===== src/rtl/dec3to8_seq.sv =====
// Registered 3-to-8 decoder with valid/ready intake and a fixed per-code hold time.
// Y/valid/busy come straight from flops so they can drive one-hot selects directly.
module dec3to8_seq #(
    parameter int unsigned HOLD_CYCLES = 4
) (
    input  logic       clk,
    input  logic       rst_n,
    input  logic       EN,
    input  logic [2:0] Din,
    input  logic       valid_in,
    output logic       ready,
    output logic [7:0] Y,
    output logic       valid,
    output logic       busy
);

    typedef enum logic {IDLE, HOLD} state_t;

    localparam logic [7:0] CNT_LOAD = 8'(HOLD_CYCLES - 1);

    state_t     state, state_nxt;
    logic [7:0] cnt, cnt_nxt;
    logic [7:0] y_nxt;
    logic       accept;

    // State register; valid/busy are registered views of the next Y/state
    always_ff @(posedge clk) begin
        if (!rst_n) begin
            state <= IDLE;
            cnt   <= '0;
            Y     <= '0;
            valid <= 1'b0;
            busy  <= 1'b0;
        end else begin
            state <= state_nxt;
            cnt   <= cnt_nxt;
            Y     <= y_nxt;
            valid <= (y_nxt != 8'd0);
            busy  <= (state_nxt == HOLD);
        end
    end

    // EN low wins over accept; the last HOLD cycle (cnt==0) may take a new code
    always_comb begin
        state_nxt = state;
        cnt_nxt   = cnt;
        y_nxt     = Y;
        if (!EN) begin
            state_nxt = IDLE;
            cnt_nxt   = '0;
            y_nxt     = '0;
        end else if (accept) begin
            state_nxt = HOLD;
            cnt_nxt   = CNT_LOAD;
            y_nxt     = 8'd1 << Din;
        end else if (state == HOLD) begin
            if (cnt != 8'd0) begin
                cnt_nxt = cnt - 8'd1;
            end else begin
                state_nxt = IDLE;
                y_nxt     = '0;
            end
        end
    end

    always_comb begin
        ready  = rst_n & EN & ((state == IDLE) | (cnt == 8'd0));
        accept = valid_in & ready;
    end

endmodule


===== config.mk =====
export PLATFORM = sky130hd
export DESIGN_NAME = dec3to8_seq
export DESIGN_NICKNAME = d
export VERILOG_FILES = /design/src/rtl/dec3to8_seq.sv
export SDC_FILE = /design/constraint.sdc
export NUM_CORES = 1
export LEC_CHECK = 0
export ABC_AREA = 1
export CORE_MARGIN = 1.5
export CORE_UTILIZATION = 50
export DETAILED_ROUTE_END_ITERATION = 16
export GPL_TIMING_DRIVEN = 0
export PLACE_DENSITY = 0.85
export SYNTH_ARGS = -nofsm -noshare
export SYNTH_HDL_FRONTEND = slang
export SYNTH_SLANG_ARGS = --single-unit

===== constraint.sdc =====
create_clock -name clk -period 1.7 [get_ports clk]
set_input_delay 0.34 -clock clk [delete_from_list [all_inputs] [get_ports clk]]
set_output_delay 0.34 -clock clk [all_outputs]
set_load 0.03 [all_outputs]

==> flow_results.org, run 1 <==
** Power and ir drop
- Of the total power, the clock network draws 0.324.
- Of the total power, registers draw 0.508.
- VDD sags by at most about 0.45 mV.
- Switching fraction of total power :: 0.278
- The internal power of the cells totals 0.000621 W.
- Standby leakage power :: 0.609 nW
- Dividing total power by cell area gives a power density of 690 mW/mm².
- Net Sw Power :: 0.000239 W
- Of the total power, combinational logic draws 0.168.

** Synth
- Yosys warns :: 0
- Counting every net in the synthesized netlist gives 142.
- The cell area that synthesis handed to floorplanning was 948 µm².
- Synthesized instance count :: 133
- The netlist uses 25 different library cells.
- Synth Area per Inst :: 7.13 µm²
- Synthesis inferred 18 register bits.
- The share of the Yosys chip area taken by registers is 0.380.

** Detailed routing
- In the routed design, unresolved DRC markers number 0.
- After the first detailed-routing iteration, the DRC count stood at 16.
- The detail route stage leaves a number of antenna-violating nets equal to 0.
- For this run, the detailed router's first-pass iteration total came to 4.
- After detailed routing, the average wire length per cell comes to 12.4 µm.
- Aggregate routed wire length :: 2260 µm
- The routed layout has 945 vias.
- Using the TritonRoute via totals, the vias-per-cell ratio works out to 5.19.

** GRT
- Pin count of the biggest net entering global routing :: 11
- The first global-routing pass estimated approximately 3200 µm of wire.
- In the global route stage, overall resource usage came out at 0.218.
- The initial antenna violation count came to 0.
- Global routing finished with a remaining overflow of 0.
- Via count of the first global-routing pass :: ~800

** Setup path
- Reg-to-reg endpoint :: valid
- Critical Path RT :: about 1.4 ns
- Launching element type of the critical path :: register
- Data arrives at the worst endpoint at 1.43 ns.
- Critical setup path kind :: register to output port
- Kind of end point of the critical path :: output port
- Start of the worst register-to-register path :: cnt[3]
- Depth of the most critical reg-to-reg path :: 10
- In this run the register-to-register setup slack is 0.06 ns.
- Of all nets on the critical path, the largest fanout is 4.

** Floorplanning
- Top-Level Pins :: 18
- In this run the horizontal extent of the chip is 46.6 µm.
- The total area inside the core boundary comes to 0.00175 mm².
- The initialized floorplan defines 15 standard-cell rows.
- Starting Density :: 0.543
- From bottom edge to top edge, the die measures 46.6 µm.
- The floorplan step defined a die boundary enclosing between 0.002 and 0.0025 mm².

** CTS
- For this design, the CTS-stage hold fixing added 0 buffers.
- Worst-path clk slew :: ~0.11 ns
- The tree is rooted in a sky130_fd_sc_hd__clkbuf_4.
- Clock latency of the later-clocked register in the worst-skew pair :: slightly above 0.3 ns
- Number of buffers on the longest clock path :: 2
- Number of sinks driven by the clock tree :: 18
- H-tree depth :: 1
- TritonCTS built the clock tree.
- Clock tree synthesis inserted a total of 3 buffers.

** STA
- Final Setup Violations :: 1
- Setup slack on the critical path of the routed design comes to -0.0740 ns.
- Based on the critical path, the design can be clocked at up to 0.564 GHz.
- Final clock period utilization by the worst path :: 1.04
- Hold Fails Final Rpt :: 0
- Setup repair after global routing could not meet its margin everywhere.
- The clock arrives with 0.00591 ns of skew.
- Number of pins with negative max-slew slack in the final report :: 0
- Subtracting the final worst setup slack from the clock period gives 1.77 ns.
- Headroom to the max-slew limit came out at 0.789.
- Least-Margin Pin Slew :: 0.316 ns

** Place
- Post-Place Worst Slack :: -0.433 ns
- Gp weighted congestion :: roughly 0.8
- In this run the tool buffered the top-level ports with 15 buffer cells.
- Number of placed instances with taps included :: 173
- Placed wire-length estimate after detailed placement :: around 1500 µm

** Layout
- Final cell count without fillers :: 182
- The repair_antennas step left the layout with diodes totalling 0.
- Fill cell count :: 137
- The net count of the finished layout is 167.
- Relative area change from synthesis to final layout :: 31.4%
- Proportion of layout cells with a drive suffix above 1 :: 0.204

** Hold path
- Worst Hold Endpoint :: Y[2]
- HP Start :: EN
- The worst hold path was traced through 3 stages.
- Path type of the worst min-delay path :: input pin to register

** Flow run
- The tool flagged a number of max-cap violations equal to 0.

** Outcome
- Violations in the final reports :: setup timing
- The flow ran to the end, but the final reports show violations.
-- timing repair --
| item | 4_1_cts | 5_1_grt |
|---|---|---|
| endpoints found under the setup margin | 4 | 8 |
| setup buffers | 2 | 3 |
| gates resized for setup | 14 | 11 |
| pin swaps | 2 | 3 |
-- registers in the layout (all words and copies together), names as in the netlist --
| signal | flops |
|---|---|
| Y | 8 |
| valid | 1 |
| cnt | 8 |
| state | 1 |
-- worst max-delay path: stages (launching register included) --
cell	delay, ns
sky130_fd_sc_hd__dfxtp_1	0.32
sky130_fd_sc_hd__nor2_1	0.14
sky130_fd_sc_hd__nand2_1	0.13
sky130_fd_sc_hd__o21ai_4	0.18
sky130_fd_sc_hd__inv_2	0.08
sky130_fd_sc_hd__nor2_2	0.13
sky130_fd_sc_hd__buf_6	0.15
-- cells by family after synthesis --
kind of cell             synth area share
XOR/XNOR                           0.0277
flip-flops                          0.380
AND/OR/NAND/NOR                     0.391
adder cells (fa/ha/maj)            0.0264
buffers and inverters               0.100
AO/OA/AOI/OAI                      0.0752
-- cell usage after synthesis --
cell type / instances / share of area
sky130_fd_sc_hd__ha_1: 2 / 0.026
sky130_fd_sc_hd__and3_1: 1 / 0.0066
sky130_fd_sc_hd__inv_1: 14 / 0.055
sky130_fd_sc_hd__o21ai_0: 3 / 0.016
sky130_fd_sc_hd__buf_2: 1 / 0.0053
sky130_fd_sc_hd__dfxtp_1: 18 / 0.38
sky130_fd_sc_hd__nand2_2: 1 / 0.0066
sky130_fd_sc_hd__nand3_1: 17 / 0.090
sky130_fd_sc_hd__nor2_2: 1 / 0.0066
sky130_fd_sc_hd__nand3_2: 2 / 0.021
sky130_fd_sc_hd__xnor2_1: 2 / 0.018
sky130_fd_sc_hd__a31oi_1: 1 / 0.0066
sky130_fd_sc_hd__buf_6: 2 / 0.024
sky130_fd_sc_hd__nand2_1: 27 / 0.11
sky130_fd_sc_hd__nor3_1: 2 / 0.011
sky130_fd_sc_hd__nand4_1: 9 / 0.059
sky130_fd_sc_hd__clkinv_1: 1 / 0.0040
sky130_fd_sc_hd__inv_2: 1 / 0.0040
sky130_fd_sc_hd__o21ai_4: 1 / 0.017
sky130_fd_sc_hd__a21oi_1: 5 / 0.026
sky130_fd_sc_hd__nor2_1: 18 / 0.071
sky130_fd_sc_hd__buf_4: 1 / 0.0079
sky130_fd_sc_hd__nand2_4: 1 / 0.012
sky130_fd_sc_hd__xor2_1: 1 / 0.0092
sky130_fd_sc_hd__a21oi_2: 1 / 0.0092
-- through the flow --
| stage | hold slack (ns) | TNS, ns | area (µm²) | utilization | power [W] |
|---|---|---|---|---|---|
| floorplan | 0.442 | 0 | 948 | - | 0.000530 |
| global placement | 0.458 | -0.785 | 1130 | 0.647 | 0.000570 |
| detailed placement | 0.468 | -1.01 | 1130 | 0.647 | 0.000574 |
| CTS | 0.304 | -0.0350 | 1190 | 0.682 | 0.000845 |
| global route | 0.310 | -0.196 | 1250 | 0.714 | 0.000885 |
| finish | 0.296 | -0.0740 | 1250 | 0.714 | 0.000860 |
-- how the worst max path moves through the flow --
stage                       from     to  slack, ns  depth (start not counted)
after global placement    cnt[0]  ready      -0.39                          7
final                     cnt[3]  ready      -0.07                          6
after floorplan           cnt[0]  ready       0.02                          6
after CTS                 cnt[3]  ready      -0.03                          6
after global routing      cnt[1]  ready      -0.11                          7
after detailed placement  cnt[0]  ready      -0.43                          7
-- cell usage in the layout (no fill, tap or decap), types with 3 or more instances in the layout --
cell                               n
sky130_fd_sc_hd__inv_2             3
sky130_fd_sc_hd__inv_1            11
sky130_fd_sc_hd__dfxtp_1          16
sky130_fd_sc_hd__buf_6             4
sky130_fd_sc_hd__nor2_1           15
sky130_fd_sc_hd__clkdlybuf4s50_1  10
sky130_fd_sc_hd__nand2_1          27
sky130_fd_sc_hd__o21ai_0           3
sky130_fd_sc_hd__a21oi_1           5
sky130_fd_sc_hd__nor2_2            4
sky130_fd_sc_hd__buf_4             5
sky130_fd_sc_hd__nand3_1          17
sky130_fd_sc_hd__nand4_1           9
sky130_fd_sc_hd__clkbuf_4          3
-- power by group through the flow --
stage | logic (W) | registers [W] | clock network (W)
after global routing | 0.000155 | 0.000438 | 0.000292
after floorplan | 0.0000712 | 0.000459 | 0
after CTS | 0.000133 | 0.000436 | 0.000276
after detailed placement | 0.000129 | 0.000446 | 0
after global placement | 0.000126 | 0.000445 | 0
final | 0.000144 | 0.000437 | 0.000279
-- layout make-up --
type,instances,area [µm²],share of cell area
multi-input combinational,95,523,0.420
tap,25,31.3,0.0251
timing repair buffer,20,191,0.154
clock buffer,4,36.3,0.0291
sequential,18,363,0.291
inverter,16,62.6,0.0502
buffer,4,38.8,0.0311
-- metal layers --
| layer | global-route usage | vias up | wire length (µm) |
|---|---|---|---|
| met2 | 0.386 | 23 | 1140 |
| met3 | 0.0353 | 8 | 71 |
| met5 | 0 | - | 0 |
| met4 | 0.137 | 0 | 58 |
| li1 | - | 484 | - |
| met1 | 0.237 | 430 | 988 |
Note: power is estimated with default switching activity, not from simulation.
==> run 2: changes to the inputs <==
Settings changed: ABC_AREA 1 to unset, CORE_UTILIZATION 50 to 48, PLACE_DENSITY 0.85 to 0.84.
Clock period 1.7 ns to 1.8 ns, I/O delays scaled along.
==> flow_results.org, run 2 <==
** Detailed routing
- The first-pass iteration count of the detailed router was 5 (was 4).
- First-iteration detailed-routing DRC count :: 41 (was 16)
- The routed via count was 805 (was 945).
- Aggregate routed wire length :: 2070 µm (was 2260 µm)
- Vias per std cell :: 6.34 (was 5.19)
- Antenna violation net count after detailed routing :: 0 (unchanged)
- Number of remaining DRC errors :: 0 (unchanged)
- The average detailed-routed wire length per instance is 16.3 µm (was 12.4 µm).

** CTS
- The clock latency on the worst-skew pair was 0.31 ns (about the same).
- Number of buffers on the longest clock path :: 2 (unchanged)
- The CTS root buffer is sky130_fd_sc_hd__clkbuf_4 (unchanged).
- Number of sinks driven by the clock tree :: 18 (unchanged)
- CTS buffer count :: 3 (unchanged)
- The clock transition time at the flip-flop clock pins of the worst setup and hold paths was 0.11 ns (about the same).
- Clock tree from TritonCTS :: done (unchanged)
- H-tree depth :: 1 (unchanged)

** Place
- Number of buffers inserted by port buffering :: 17 (was 15)
- The detailed placer's ending HPWL came to 1380 µm (was 1500 µm).
- The pre-CTS worst setup slack was -0.577 ns (was -0.433 ns).
- Number of placed instances with taps included :: 118 (was 173)
- Gp weighted congestion :: 0.889 (was 0.795)

** STA
- Derived from the worst setup path, the maximum achievable clock frequency is 0.549 GHz.
- The largest clock skew in the final design came to 0.00609 ns (was 0.00591 ns).
- Final Setup Violations :: 1 (unchanged)
- The final hold violation count was 0 (unchanged).
- Unrepaired setup endpoints after global routing: yes (unchanged).
- Number of pins with negative max-slew slack in the final report :: 0 (unchanged)
- Fin worst setup slack :: -0.0211 ns (was -0.0740 ns)
- The relative slew slack was 0.714 (was 0.789).
- The worst-case hold slack came to 0.502 ns (was 0.296 ns).
- In the finished design, the share of the clock period the worst path needs comes to 1.01.
- Final critical-path required period :: 1.82 ns
- Aggregate negative setup slack :: -0.0211 ns (was -0.0740 ns)
- The transition time of the tightest slew-check pin is 0.428 ns (was 0.316 ns).

** Synth
- Commonest cells post-synth :: sky130_fd_sc_hd__dfxtp_1, sky130_fd_sc_hd__nor2_1, sky130_fd_sc_hd__a21oi_1 (was sky130_fd_sc_hd__nand2_1, sky130_fd_sc_hd__dfxtp_1, sky130_fd_sc_hd__nor2_1)
- The area share of the largest cell type after synthesis came to 0.426 (was 0.380).
- Dominant cell by count in the synthesized netlist :: sky130_fd_sc_hd__dfxtp_1 (was sky130_fd_sc_hd__nand2_1)
- Sequential fraction of the synthesis area :: 0.426 (was 0.380)
- The post-synthesis instance total is 85 (was 133).
- Number of distinct library cells after synthesis :: 32 (was 25)
- Number of flops mapped to enable cells by yosys :: 0 (unchanged)
- Ranking of synthesized cells by area: sky130_fd_sc_hd__dfxtp_1, sky130_fd_sc_hd__a32o_1, sky130_fd_sc_hd__a21oi_1 (was sky130_fd_sc_hd__dfxtp_1, sky130_fd_sc_hd__nand2_1, sky130_fd_sc_hd__nand3_1).
- Yosys warns :: 0 (unchanged)
- The async set-or-reset flop fraction in the synthesized netlist is 0 (unchanged).
- The summed instance area of the synthesized netlist was 846 µm² (was 948 µm²).
- Most used flip-flop cell after synthesis :: sky130_fd_sc_hd__dfxtp_1 (unchanged)
- Synth Area per Inst :: 9.95 µm² (was 7.13 µm²)
- Post-synthesis sequential element count :: 18 (unchanged)
- Synthesized netlist net count :: 94 (was 142)
- Area leader, netlist :: sky130_fd_sc_hd__dfxtp_1 (unchanged)

** Floorplanning
- The initial core utilization was 0.537 (was 0.543).
- The boundary pin count came to 18 (unchanged).
- Floorplan row count :: 14 (was 15)
- The height of the chip was 45.0 µm (was 46.6 µm).
- The area of the die came to 0.00202 mm² (was 0.00217 mm²).
- The die outline width is 45.0 µm (was 46.6 µm).
- The core region area came to 0.00158 mm² (was 0.00175 mm²).

** Power and ir drop
- The leakage power figure was 0.410 nW (was 0.609 nW).
- PD cells :: 716 mW/mm² (was 690 mW/mm²)
- The maximum ir drop on the vdd rail came to 0.432 mV (was 0.449 mV).
- Final Total Pwr :: 0.000800 W (was 0.000860 W)

** GRT
- The most crowded layer after global routing is met2 (unchanged).
- Final global-route overflow total :: 0 (unchanged)
- The number of global-route vias before repair came to 695 (was 822).
- First-pass GRT wire length :: 3280 µm (was 3240 µm)
- The global-route usage over all layers is 0.228 (was 0.218).
- Pin count of the biggest net entering global routing :: 11 (unchanged)
- Grt met2 use :: 0.354 (was 0.386)
- Global routing met1 resource utilization :: 0.324 (was 0.237)
- Met3 routing resource usage after global routing :: 0.0360 (was 0.0353)
- Number of antenna violations at the first check in global routing :: 0 (unchanged)

** Layout
- # nets final :: 121 (was 167)
- The number of antenna repair diodes came to 0 (unchanged).
- Highest-count cells in the layout ignoring fill and taps :: sky130_fd_sc_hd__dfxtp_1, sky130_fd_sc_hd__clkdlybuf4s50_1, sky130_fd_sc_hd__nor2_1 (was sky130_fd_sc_hd__nand2_1, sky130_fd_sc_hd__nand3_1, sky130_fd_sc_hd__dfxtp_1)
- Relative area change from synthesis to final layout :: 32.2% (was 31.4%)
- Proportion of layout cells with a drive suffix above 1 :: 0.207 (was 0.204)
- Area taken by multi-input logic gates :: 473 µm² (was 523 µm²)
- The commonest non-fill, non-tap cell in the layout was sky130_fd_sc_hd__dfxtp_1 (was sky130_fd_sc_hd__nand2_1).
- Registers with the highest flip-flop counts: Y: 8 flops, cnt: 8 flops (unchanged).
- Sequential cell area :: 363 µm² (unchanged)
- Fill cell count :: 129 (was 137)
- Final cell count without fillers :: 127 (was 182)

** Setup path
- Critical Path AT :: 1.46 ns (was 1.43 ns)
- The reg2reg setup slack is 0.09 ns (was 0.06 ns).
- The endpoint type of the worst setup path is an output port (unchanged).
- Critical setup path kind :: register to output port (unchanged)
- Launching element type of the critical path :: register (unchanged)
- Largest fanout on the critical path :: 4 (unchanged)
- The required time at the worst-slack endpoint came to 1.44 ns (was 1.36 ns).
- The cell type of the slowest stage on the worst timing path is sky130_fd_sc_hd__dfxtp_2 (was sky130_fd_sc_hd__dfxtp_1).
- The peak per-stage delay on the critical path is 0.37 ns (was 0.32 ns).
- List of cells traversed by the critical path: inv_2 > ha_1 > nor3b_4 > a21boi_4 > nor2_4 > buf_6 (was nor2_1 > nand2_1 > o21ai_4 > inv_2 > nor2_2 > buf_6).

** Flow run
- The max capacitance violation total came to 0 (unchanged).

** Outcome
- Status :: finished with violations (unchanged)
- Violations in the final reports: setup timing (unchanged).

** Hold path
- The worst hold-check path type is register to register (was input pin to register).
## run 2: changes by cell type in the layout (fill, tap and decap cells not counted), sizes merged, moves of 5 or more
| cell | change |
|---|---|
| nand2 | -23 |
| nand3 | -18 |
| inv | -10 |
| nor2 | -9 |
| nand4 | -7 |
| clkdlybuf4s50 | +5 |
## run 2: critical path, delay by kind of cell, from the launching register on
kind / cells / cell delay, ns
and+or+nand+nor: 2 / 0.21
DFF: 1 / 0.37
AOI/OAI and AO/OA: 1 / 0.17
buffers and inverters: 2 / 0.20
adders and majority gates: 1 / 0.19
## run 2: cell families after synthesis
group	after synthesis	synth area share
buf+inv	5	0.0222
flops	18	0.426
xor+xnor	2	0.0207
simple gates	32	0.243
compound gates	26	0.259
fa+ha+maj	2	0.0296
## run 2: cell type report
| cell class | count | area share |
|---|---|---|
| multi-input combinational | 62 | 0.423 |
| sequential | 18 | 0.324 |
| timing repair buffer | 22 | 0.186 |
| clock buffer | 4 | 0.0324 |
| tap | 16 | 0.0179 |
| inverter | 5 | 0.0168 |
## run 2: per-layer routing
metal	routed length [µm]	up-vias
li1	-	375
met1	925	379
met2	977	43
met3	122	8
met4	40	0
met5	0	-
## run 2: worst paths after layout
check | startpoint | end | cells after the start
max reg2reg | cnt[0] | Y[4] | 8
max | cnt[0] | ready | 6
min | cnt[0] | cnt[0] | 2
min reg2reg | cnt[0] | cnt[0] | 2
## run 2: report_power, final
group	switching, W	internal (W)
Combinational	0.0000696	0.0000567
Sequential	0.00000829	0.000406
Clock	0.000136	0.000124
Total	0.000214	0.000587
## run 2: per-stage QoR
stage / util / area (µm²)
5_1_grt: 0.710 / 1120
6_report: 0.710 / 1120
2_1_floorplan: - / 846
3_3_place_gp: 0.657 / 1040
3_5_place_dp: 0.657 / 1040
4_1_cts: 0.705 / 1110
## run 2: timing repair
action,CTS,global route
setup buffers,4,1
gates resized for setup,12,1
hold buffers,0,0
hold endpoints to repair,0,0
pin swaps,3,1
setup endpoints to repair,2,9
